**src/rtl/alu_pkg.sv**
```systemverilog
// rtl/alu_pkg.sv - opcode encodings, FSM state type and datapath width for the ALU front-end
package alu_pkg;

  localparam int ALU_W = 4;

  localparam logic [2:0] OP_ADD = 3'b000;
  localparam logic [2:0] OP_SUB = 3'b001;
  localparam logic [2:0] OP_NOT = 3'b010;
  localparam logic [2:0] OP_AND = 3'b011;
  localparam logic [2:0] OP_OR  = 3'b100;
  localparam logic [2:0] OP_XOR = 3'b101;
  localparam logic [2:0] OP_CMP = 3'b110;
  localparam logic [2:0] OP_EQ  = 3'b111;

  typedef enum logic [1:0] {
    IDLE  = 2'd0,
    DRIVE = 2'd1,
    WAIT  = 2'd2,
    RESP  = 2'd3
  } state_t;

endpackage

```
**src/rtl/alu_ctrl_rsp_reg.sv**
```systemverilog
// rtl/alu_ctrl_rsp_reg.sv - result/flag capture register with valid/ready hold, reusable behind any multi-cycle unit
module alu_ctrl_rsp_reg #(
  parameter int WIDTH = 4
) (
  input  logic             clk,
  input  logic             rst,
  input  logic             cap,
  input  logic [WIDTH-1:0] cap_result,
  input  logic             cap_overflow,
  input  logic             cap_cf,
  input  logic             rsp_ready,
  output logic             rsp_valid,
  output logic [WIDTH-1:0] rsp_result,
  output logic             rsp_overflow,
  output logic             rsp_cf,
  output logic             rsp_zero
);

  // Data only moves on capture, so it holds for as long as the consumer stalls.
  always_ff @(posedge clk or posedge rst) begin
    if (rst) begin
      rsp_valid    <= 1'b0;
      rsp_result   <= '0;
      rsp_overflow <= 1'b0;
      rsp_cf       <= 1'b0;
      rsp_zero     <= 1'b0;
    end else begin
      if (cap) begin
        rsp_result   <= cap_result;
        rsp_overflow <= cap_overflow;
        rsp_cf       <= cap_cf;
        rsp_zero     <= (cap_result == '0);
      end
      if (cap)
        rsp_valid <= 1'b1;
      else if (rsp_ready)
        rsp_valid <= 1'b0;
    end
  end

endmodule

```
**src/rtl/alu_ctrl.sv**
```systemverilog
// rtl/alu_ctrl.sv - registered request/response front-end for the 4-bit combinational ALU
// Optional accumulator chaining (req_acc port) is built when ALU_CTRL_ACC_EN is defined.
module alu_ctrl
  import alu_pkg::*;
#(
  parameter int WIDTH   = ALU_W,
  parameter int ALU_LAT = 0
) (
  input  logic             clk,
  input  logic             rst,
  input  logic             req_valid,
  output logic             req_ready,
  input  logic [2:0]       req_op,
  input  logic [WIDTH-1:0] req_a,
  input  logic [WIDTH-1:0] req_b,
`ifdef ALU_CTRL_ACC_EN
  input  logic             req_acc,
`endif
  output logic [WIDTH-1:0] alu_num1,
  output logic [WIDTH-1:0] alu_num2,
  output logic [2:0]       alu_op,
  input  logic [WIDTH-1:0] alu_result,
  input  logic             alu_overflow,
  input  logic             alu_cf,
  output logic             rsp_valid,
  input  logic             rsp_ready,
  output logic [WIDTH-1:0] rsp_result,
  output logic             rsp_overflow,
  output logic             rsp_cf,
  output logic             rsp_zero,
  output logic             busy
);

  localparam logic [3:0] LAT4 = 4'(ALU_LAT);

  state_t           state, state_nxt;
  logic [3:0]       cnt;
  logic             latch;
  logic             cap;
  logic [WIDTH-1:0] opa;

  always_ff @(posedge clk or posedge rst) begin
    if (rst)
      state <= IDLE;
    else
      state <= state_nxt;
  end

  // RESP accepts a new request on the same edge as the response handshake.
  always_comb begin
    state_nxt = state;
    req_ready = 1'b0;
    latch     = 1'b0;
    cap       = 1'b0;
    case (state)
      IDLE: begin
        req_ready = 1'b1;
        if (req_valid) begin
          latch     = 1'b1;
          state_nxt = DRIVE;
        end
      end
      DRIVE: begin
        if (ALU_LAT == 0) begin
          cap       = 1'b1;
          state_nxt = RESP;
        end else begin
          state_nxt = WAIT;
        end
      end
      WAIT: begin
        if (cnt == 4'd1) begin
          cap       = 1'b1;
          state_nxt = RESP;
        end
      end
      RESP: begin
        req_ready = rsp_ready;
        if (rsp_ready) begin
          if (req_valid) begin
            latch     = 1'b1;
            state_nxt = DRIVE;
          end else begin
            state_nxt = IDLE;
          end
        end
      end
      default: state_nxt = IDLE;
    endcase
  end

  always_ff @(posedge clk or posedge rst) begin
    if (rst)
      cnt <= 4'd0;
    else if (state == DRIVE)
      cnt <= LAT4;
    else if (state == WAIT)
      cnt <= cnt - 4'd1;
  end

`ifdef ALU_CTRL_ACC_EN
  logic [WIDTH-1:0] acc;

  always_ff @(posedge clk or posedge rst) begin
    if (rst)
      acc <= '0;
    else if (cap)
      acc <= alu_result;
  end

  assign opa = req_acc ? acc : req_a;
`else
  assign opa = req_a;
`endif

  // ALU inputs come only from these registers and hold until the next accepted request.
  always_ff @(posedge clk or posedge rst) begin
    if (rst) begin
      alu_num1 <= '0;
      alu_num2 <= '0;
      alu_op   <= 3'd0;
    end else if (latch) begin
      alu_num1 <= opa;
      alu_num2 <= req_b;
      alu_op   <= req_op;
    end
  end

  assign busy = (state != IDLE);

  alu_ctrl_rsp_reg #(
    .WIDTH (WIDTH)
  ) u_rsp_reg (
    .clk          (clk),
    .rst          (rst),
    .cap          (cap),
    .cap_result   (alu_result),
    .cap_overflow (alu_overflow),
    .cap_cf       (alu_cf),
    .rsp_ready    (rsp_ready),
    .rsp_valid    (rsp_valid),
    .rsp_result   (rsp_result),
    .rsp_overflow (rsp_overflow),
    .rsp_cf       (rsp_cf),
    .rsp_zero     (rsp_zero)
  );

endmodule

```
**config.mk**
```make
export PLATFORM = sky130hd
export DESIGN_NAME = alu_ctrl
export DESIGN_NICKNAME = d
export VERILOG_FILES = /design/src/rtl/alu_pkg.sv /design/src/rtl/alu_ctrl_rsp_reg.sv /design/src/rtl/alu_ctrl.sv
export SDC_FILE = /design/constraint.sdc
export NUM_CORES = 1
export LEC_CHECK = 0
export BUFFER_PORTS_ARGS = -buffer_cell sky130_fd_sc_hd__buf_2
export CORE_ASPECT_RATIO = 0.75
export CORE_MARGIN = 10
export CORE_UTILIZATION = 47
export DETAILED_ROUTE_END_ITERATION = 10
export PLACE_DENSITY = 0.75
export SLEW_MARGIN = 20
export SYNTH_ARGS = -nofsm -noshare
export SYNTH_HDL_FRONTEND = slang
export SYNTH_SLANG_ARGS = --single-unit
```
**constraint.sdc**
```tcl
create_clock -name clk -period 2.4 [get_ports clk]
set_input_delay 0.24 -clock clk [delete_from_list [all_inputs] [get_ports clk]]
set_output_delay 0.24 -clock clk [all_outputs]
set_load 0.05 [all_outputs]
```
; Yosys cells after proc, flatten, opt, wreduce, memory -nomap -nowiden
; Index checks and enable logic that the tools add are counted.
[totals]
ff_bits = 25
in_bits = 21
output_inout_bits = 21
[op_classes]
add_sub_neg = 1
n_eq_ne = 7
mux = 15
reduce_logical = 6
[op_table]
columns = operator, count
row1 = 4-bit 2-to-1 mux, 2
row2 = 2-bit case mux with 4 select lines, 1
row3 = 1-bit 2-to-1 mux, 6
row4 = 2-bit 2-to-1 mux, 3
row5 = 2-bit != test (second input constant), 3
row6 = 1-bit case mux with 2 select lines, 3
row7 = 2-bit nonzero test, 3
row8 = 2-bit == test (second input constant), 2
row9 = 4-bit by 1-bit == test with 1-bit output (second input constant), 1
row10 = 4-bit logical NOT, 1
row11 = 4-bit by 1-bit subtractor with 4-bit output (second input constant), 1
row12 = 3-bit AND reduction, 1
row13 = 2-bit by 1-bit == test with 1-bit output (second input constant), 1
row14 = 2-bit logical NOT, 1

; Longest topological paths before layout
; Gate-level depths: netlist of the first run.
[depth]
depth_word = 4
mapped_depth = 6
depth_no_buf = 5

; Modules after synthesis
; A second synthesis of the first run with hierarchy kept.
[unflattened]
cells_unflattened = 92
hier_area_um2 = 1188.6
[modules_own_cells]
columns = module, n_inst, cells_per_inst, area_per_inst_um2, seq_area_each_um2
row1 = alu_ctrl, 1, 72, 844.6, 425.4
row2 = alu_ctrl_rsp_reg, 1, 20, 344.1, 200.2

; Least setup slack after synthesis of the first run
; OpenSTA, ideal clock, no wires.
[synth_path]
kind = register to output
from = reg state[0]
to = out req_ready
arrival_ns = 1.635
required_time_ns = 2.160
setup_slack_ns = 0.525
stages_incl_launch_ff = 5
n_path_buf = 1
cell_sequence = dfrtp_1 > inv_1 > ha_1 > clkbuf_1 > nor2_1
[synth_between]
elab_chain_cells = 2
elab_cells_between_ends = 3
cone_classes = 1 x eq/ne / 1 x mux / 1 x reduce/logical
[synth_lines]
columns = item, line
row1 = start: declaration, alu_ctrl.sv:36  ; state_t state, state_nxt;
row2 = start signal: assignment, alu_ctrl.sv:46  ; state <= state_nxt;
row3 = 2-bit == test or 2-bit logical NOT (tied branches), alu_ctrl.sv:55  ; case (state)
row4 = 1-bit case mux with 2 select lines *, alu_ctrl.sv:55
row5 = end: declaration, alu_ctrl.sv:12  ; output logic req_ready,
; Mark *: on every way between the ends. The rest lies on a longest branch, timed or not.

; Worst setup path in the final report of the first run
; Same ends and word-level chain as after synthesis.

==> results of run 1 <==
-- worst max-delay path by stage --
| stage | cells after the start | start | end |
|---|---|---|---|
| floorplan | 4 | state[0] | req_ready |
| global placement | 5 | cnt[1] | state[1] |
| detailed placement | 5 | cnt[1] | state[1] |
| CTS | 4 | state[0] | req_ready |
| global route | 4 | state[0] | req_ready |
| finish | 4 | state[0] | req_ready |
-- critical path, cell delays in order (launching register included) --
cell and delay, ns:
dfrtp_1 0.42, inv_1 0.10, ha_1 0.46, nor2_1 0.19, buf_2 0.29
-- cell families (layout without fill, tap and decap cells) --
kind of cell / Yosys count / in the layout / share of synthesized area
flops: 25 / 25 / 0.554
buf+inv: 12 / 56 / 0.0410
mux: 21 / 21 / 0.207
simple gates: 13 / 13 / 0.0653
fa+ha+maj: 7 / 7 / 0.0775
compound gates: 10 / 10 / 0.0554
-- per-stage QoR --
stage	hold slack, ns	instance area [sq um]	instances	setup WS, ns
CTS	0.133	1400	166	0.390
detailed placement	0.475	1380	162	0.524
global placement	0.472	1380	162	0.557
global route	0.129	1400	166	0.295
finish	0.104	1400	166	0.383
floorplan	0.267	1130	88	0.525
-- layer usage --
layer,share of wire,wire [um],GRT usage
met5,0,0,0
met4,0.0089,23,0.0116
met3,0.071,185,0.0532
met2,0.51,1320,0.186
met1,0.41,1070,0.120
-- layout make-up --
class,instances,area share
clock buffers,4,0.0187
inverters,10,0.0268
multi-input cells,51,0.326
flip-flops and latches,25,0.446
well taps,34,0.0303
repair buffers,42,0.152
-- sequential cells by signal, indices dropped and copies added (netlist names) --
| name | flops |
|---|---|
| alu_num2 | 4 |
| u_rsp_reg.rsp_result | 4 |
| u_rsp_reg.rsp_cf | 1 |
| alu_op | 3 |
| state | 2 |
| u_rsp_reg.rsp_overflow | 1 |
| alu_num1 | 4 |
| u_rsp_reg.rsp_zero | 1 |
| u_rsp_reg.rsp_valid | 1 |
| cnt | 4 |
-- cell usage after synthesis (all sizes together), types with 2 or more instances --
cell and number:
dfrtp 25, ha 7, inv 10, mux2 19, mux2i 2, nand2 3
nor2 3, nor3 2, o21ai 6
-- cells in the final DEF, fill, tap and decap left out, drive strengths merged --
master,synthesis,layout
clkbuf,1,4
dfrtp,25,25
buf,1,42
nand3b,1,1
and4bb,1,1
o21ai,6,6
nor4,1,1
o22ai,1,1
a21oi,1,1
nor3,2,2
mux2i,2,2
nor2b,1,1
inv,10,10
a211oi,1,1
ha,7,7
nor2,3,3
or3b,1,1
a222oi,1,1
mux2,19,19
nand2,3,3
==> impl_metrics.env, run 1 <==
export IMPL_synth_edf_count=0
export IMPL_path_clk_slew_ns=0.13
export IMPL_worstPathRequired_ns=2.16
export IMPL_postRouteWirelength_mm=2.60
export IMPL_cts_tree="built"
export IMPL_finalWeightedCongestion=0.720
export IMPL_finalMaxSlewViolations=0
export IMPL_r2r_cells=5
export IMPL_cts_hold_buf=0
export IMPL_area_growth_pct=24.1
export IMPL_synth_area_sq_um=1130
export IMPL_design_die_area_sq_um=4790
export IMPL_post_cts_buffers=0
export IMPL_synth_seq_cells=25
export IMPL_drtIter0Drc=37
export IMPL_cp_arrival_ns=1.78
export IMPL_synth_main_ff_cell="dfrtp_1"
export IMPL_fin_setup_tns_ns=0
export IMPL_multi_input_area_sq_um=458
export IMPL_grt_pass1_wl_mm=4.24
export IMPL_fin_skew_ns=0.0101
export IMPL_regArea_sq_um=626
export IMPL_dp_hpwl_mm=2.09
export IMPL_syn_area_per_cell_sq_um=12.8
export IMPL_async_flop_share=1.00
export IMPL_cts_sinks=25
export IMPL_syn_nets=116
export IMPL_numCtsBuffers=3
export IMPL_yosys_area_top_type_share=0.554
export IMPL_drive_gt1_frac=0.492
export IMPL_synth_area_leaders="dfrtp_1, mux2_2, ha_1, inv_1, o21ai_0"
export IMPL_fp_dieW_um=76.6
export IMPL_antenna_found_initial=0
export IMPL_final_hold_viol_count=0
export IMPL_cts_repair_resized=0
export IMPL_layout_nets=161
export IMPL_syn_inst=88
export IMPL_max_cap_viol_count=0
export IMPL_grt_pass1_vias=875
export IMPL_yosysUniqueCellTypes=22
export IMPL_clockBufferDepth=2
export IMPL_max_slew_worst_pin_slew_ns=0.925
export IMPL_drc_errors=0
export IMPL_crit_path_max_fanout=13
export IMPL_setup_viol=0
export IMPL_io_pins=42
export IMPL_core_area_sq_um=2290
export IMPL_period_share=0.840
export IMPL_path_class="register to primary output"
export IMPL_clkLatencyLatePin_ns=0.32
export IMPL_fillers=206
export IMPL_dr_pass1_iters=4
export IMPL_rrSetupSlack_ns=0.48
export IMPL_hp_class="input port to async pin"
export IMPL_fin_util=0.613
export IMPL_num_rows=15
export IMPL_grt_max_degree=26
export IMPL_cp_start_kind="register"
export IMPL_yosysSeqAreaShare=0.554
export IMPL_cts_root_buf="clkbuf_4"
export IMPL_reg2reg_to="state[1]"
export IMPL_fin_crit_ns=2.02
export IMPL_timing_max_slew_rel_slack=0.383
export IMPL_port_buffers=41
export IMPL_end_kind="primary output"
export IMPL_route_vias_total=824
export IMPL_ys_warn_count=0
export IMPL_grtUsageTotal=0.108
export IMPL_htreeDepth=1
export IMPL_rsz0062_at_grt="false"
export IMPL_vias_per_cell=4.96
export IMPL_antenna_left=0
export IMPL_regToRegStartpoint="cnt[1]"
export IMPL_outcome="completed"
export IMPL_initial_core_util=0.493
export IMPL_die_h_um=62.5
export IMPL_overflow=0
export IMPL_synth_top_area_cell="dfrtp_1"
export IMPL_max_freq_ghz=0.496
export IMPL_routedWlPerCell_um=15.6
export IMPL_antennaDiodeCount=0
Power of run 1 is left out: the tool's default activity adds up to more than one toggle a clock period on the data nets, which glitch-free logic cannot reach.
==> inputs of run 2 (changes only) <==
- ABC_AREA: not set -> 1
- CORE_UTILIZATION: 47 -> 49
- PLACE_DENSITY: 0.75 -> 0.76
- clock period: 2.4 -> 1.9 ns (I/O delays scaled with it)
==> impl_metrics.env, run 2 <==
export IMPL_outcome="completed"
export IMPL_clockBufferDepth=2
export IMPL_htreeDepth=1
export IMPL_crit_path_max_fanout=9
export IMPL_vias_per_cell=4.83
export IMPL_yosysSeqAreaShare=0.500
export IMPL_worstPathRequired_ns=1.71
export IMPL_synth_seq_cells=25
export IMPL_dp_hpwl_mm=2.28
export IMPL_fp_dieW_um=78.4
export IMPL_path_class="register to primary output"
export IMPL_numCtsBuffers=3
export IMPL_async_flop_share=1.00
export IMPL_yosys_area_top_type_share=0.500
export IMPL_fin_setup_tns_ns=0
export IMPL_place_area_sq_um=1470
export IMPL_hp_class="input port to register"
export IMPL_max_slew_worst_pin_slew_ns=0.437
export IMPL_placedCellCount=218
export IMPL_cts_tree="built"
export IMPL_initial_core_util=0.529
export IMPL_fin_cells=223
export IMPL_layout_common_cells="nand2_1, buf_2, dfrtp_1"
export IMPL_period_share=0.943
export IMPL_multi_input_area_sq_um=534
export IMPL_fin_hold_ws_ns=0.0627
export IMPL_regArea_sq_um=626
export IMPL_drive_gt1_frac=0.296
export IMPL_port_buffers=41
export IMPL_grt_pass1_vias=1081
export IMPL_design_die_area_sq_um=5000
export IMPL_grtUsageTotal=0.117
export IMPL_grt_max_degree=26
export IMPL_fillers=209
export IMPL_max_cap_viol_count=0
export IMPL_die_h_um=63.8
export IMPL_synth_main_ff_cell="dfrtp_1"
export IMPL_cts_sinks=25
export IMPL_fin_crit_ns=1.79
export IMPL_grt_pass1_wl_mm=4.89
export IMPL_overflow=0
export IMPL_layout_commonest_cell="nand2_1"
export IMPL_cts_root_buf="clkbuf_4"
export IMPL_synth_edf_count=0
export IMPL_postRouteWirelength_mm=2.84
export IMPL_syn_area_per_cell_sq_um=8.57
export IMPL_synth_top_area_cell="dfrtp_1"
export IMPL_yosysUniqueCellTypes=20
export IMPL_finalMaxSlewViolations=0
export IMPL_fin_skew_ns=0.00733
export IMPL_path_clk_slew_ns=0.13
export IMPL_route_vias_total=1077
export IMPL_layout_nets=218
export IMPL_antenna_left=0
export IMPL_rsz0062_at_grt="false"
export IMPL_setup_viol=0
export IMPL_antennaDiodeCount=0
export IMPL_cp_arrival_ns=1.60
export IMPL_timing_max_slew_rel_slack=0.708
export IMPL_num_rows=15
export IMPL_ys_top_cells_by_count="nand2_1, dfrtp_1, nand3_1"
export IMPL_dr_pass1_iters=4
export IMPL_area_growth_pct=20.7
export IMPL_syn_nets=174
export IMPL_core_area_sq_um=2360
export IMPL_drc_errors=0
export IMPL_routedWlPerCell_um=12.7
export IMPL_clkLatencyLatePin_ns=0.32
export IMPL_antenna_found_initial=0
export IMPL_synthMostInstantiatedCell="nand2_1"
export IMPL_end_kind="primary output"
export IMPL_ys_warn_count=0
export IMPL_synth_area_sq_um=1250
export IMPL_post_cts_buffers=0
export IMPL_io_pins=42
export IMPL_cp_start_kind="register"
export IMPL_drtIter0Drc=85
export IMPL_finalWeightedCongestion=0.743
export IMPL_synth_area_leaders="dfrtp_1, nand2_1, nand3_1, ha_1, inv_1"
export IMPL_final_area_sq_um=1510
export IMPL_final_hold_viol_count=0
export IMPL_syn_inst=146
export IMPL_max_freq_ghz=0.558
run 2: what timing repair did:
item,4_1_cts,5_1_grt
endpoints found under the setup margin,1,1
resized for setup,2,1
hold buffers,1,0
endpoints found under the hold margin,25,0
run 2: kinds of logic (layout without fill, tap and decap cells):
family,after synthesis,count (layout),synth area share
AND/OR/NAND/NOR,92,92,0.332
AO/OA/AOI/OAI,5,5,0.0230
adder cells (fa/ha/maj),7,7,0.0700
flip-flops,25,25,0.500
buffers and inverters,17,60,0.0750
run 2: critical path, stage by stage (launching register included):
cell	delay (ns)
dfrtp_1	0.44
inv_1	0.12
ha_2	0.35
a21oi_2	0.18
buf_6	0.18
run 2: area by class of cell:
class | instances | share of cell area
clock buffer | 4 | 0.0174
tap | 34 | 0.0282
sequential | 25 | 0.414
timing repair buffer | 44 | 0.157
multi-input combinational | 104 | 0.354
inverter | 12 | 0.0298
run 2: layer usage:
layer | vias to the layer above | routed length (um) | global-route usage
met4 | 0 | 29 | 0.0268
met3 | 4 | 175 | 0.0517
li1 | 541 | - | -
met5 | - | 0 | 0
met1 | 504 | 1320 | 0.140
met2 | 28 | 1320 | 0.188
run 2: through the flow:
step                      setup slack, ns   util
after floorplan                     0.346      -
after global placement              0.253  0.620
after detailed placement            0.128  0.620
after CTS                          0.0624  0.637
after global routing               0.0158  0.639
final                               0.108  0.639
run 2: worst paths after layout:
path,slack [ns],startpoint,depth (start not counted),to
max reg2reg,0.21,state[0],6,alu_op[2]
min in group asynchronous,0.43,rst,4,u_rsp_reg.rsp_result[0]
min reg2reg,0.49,alu_op[1],2,alu_op[1]
max,0.11,state[0],4,req_ready
min,0.06,alu_cf,3,u_rsp_reg.rsp_cf
max in group asynchronous,1.23,rst,4,u_rsp_reg.rsp_valid
Power of run 2 is left out for the same reason.
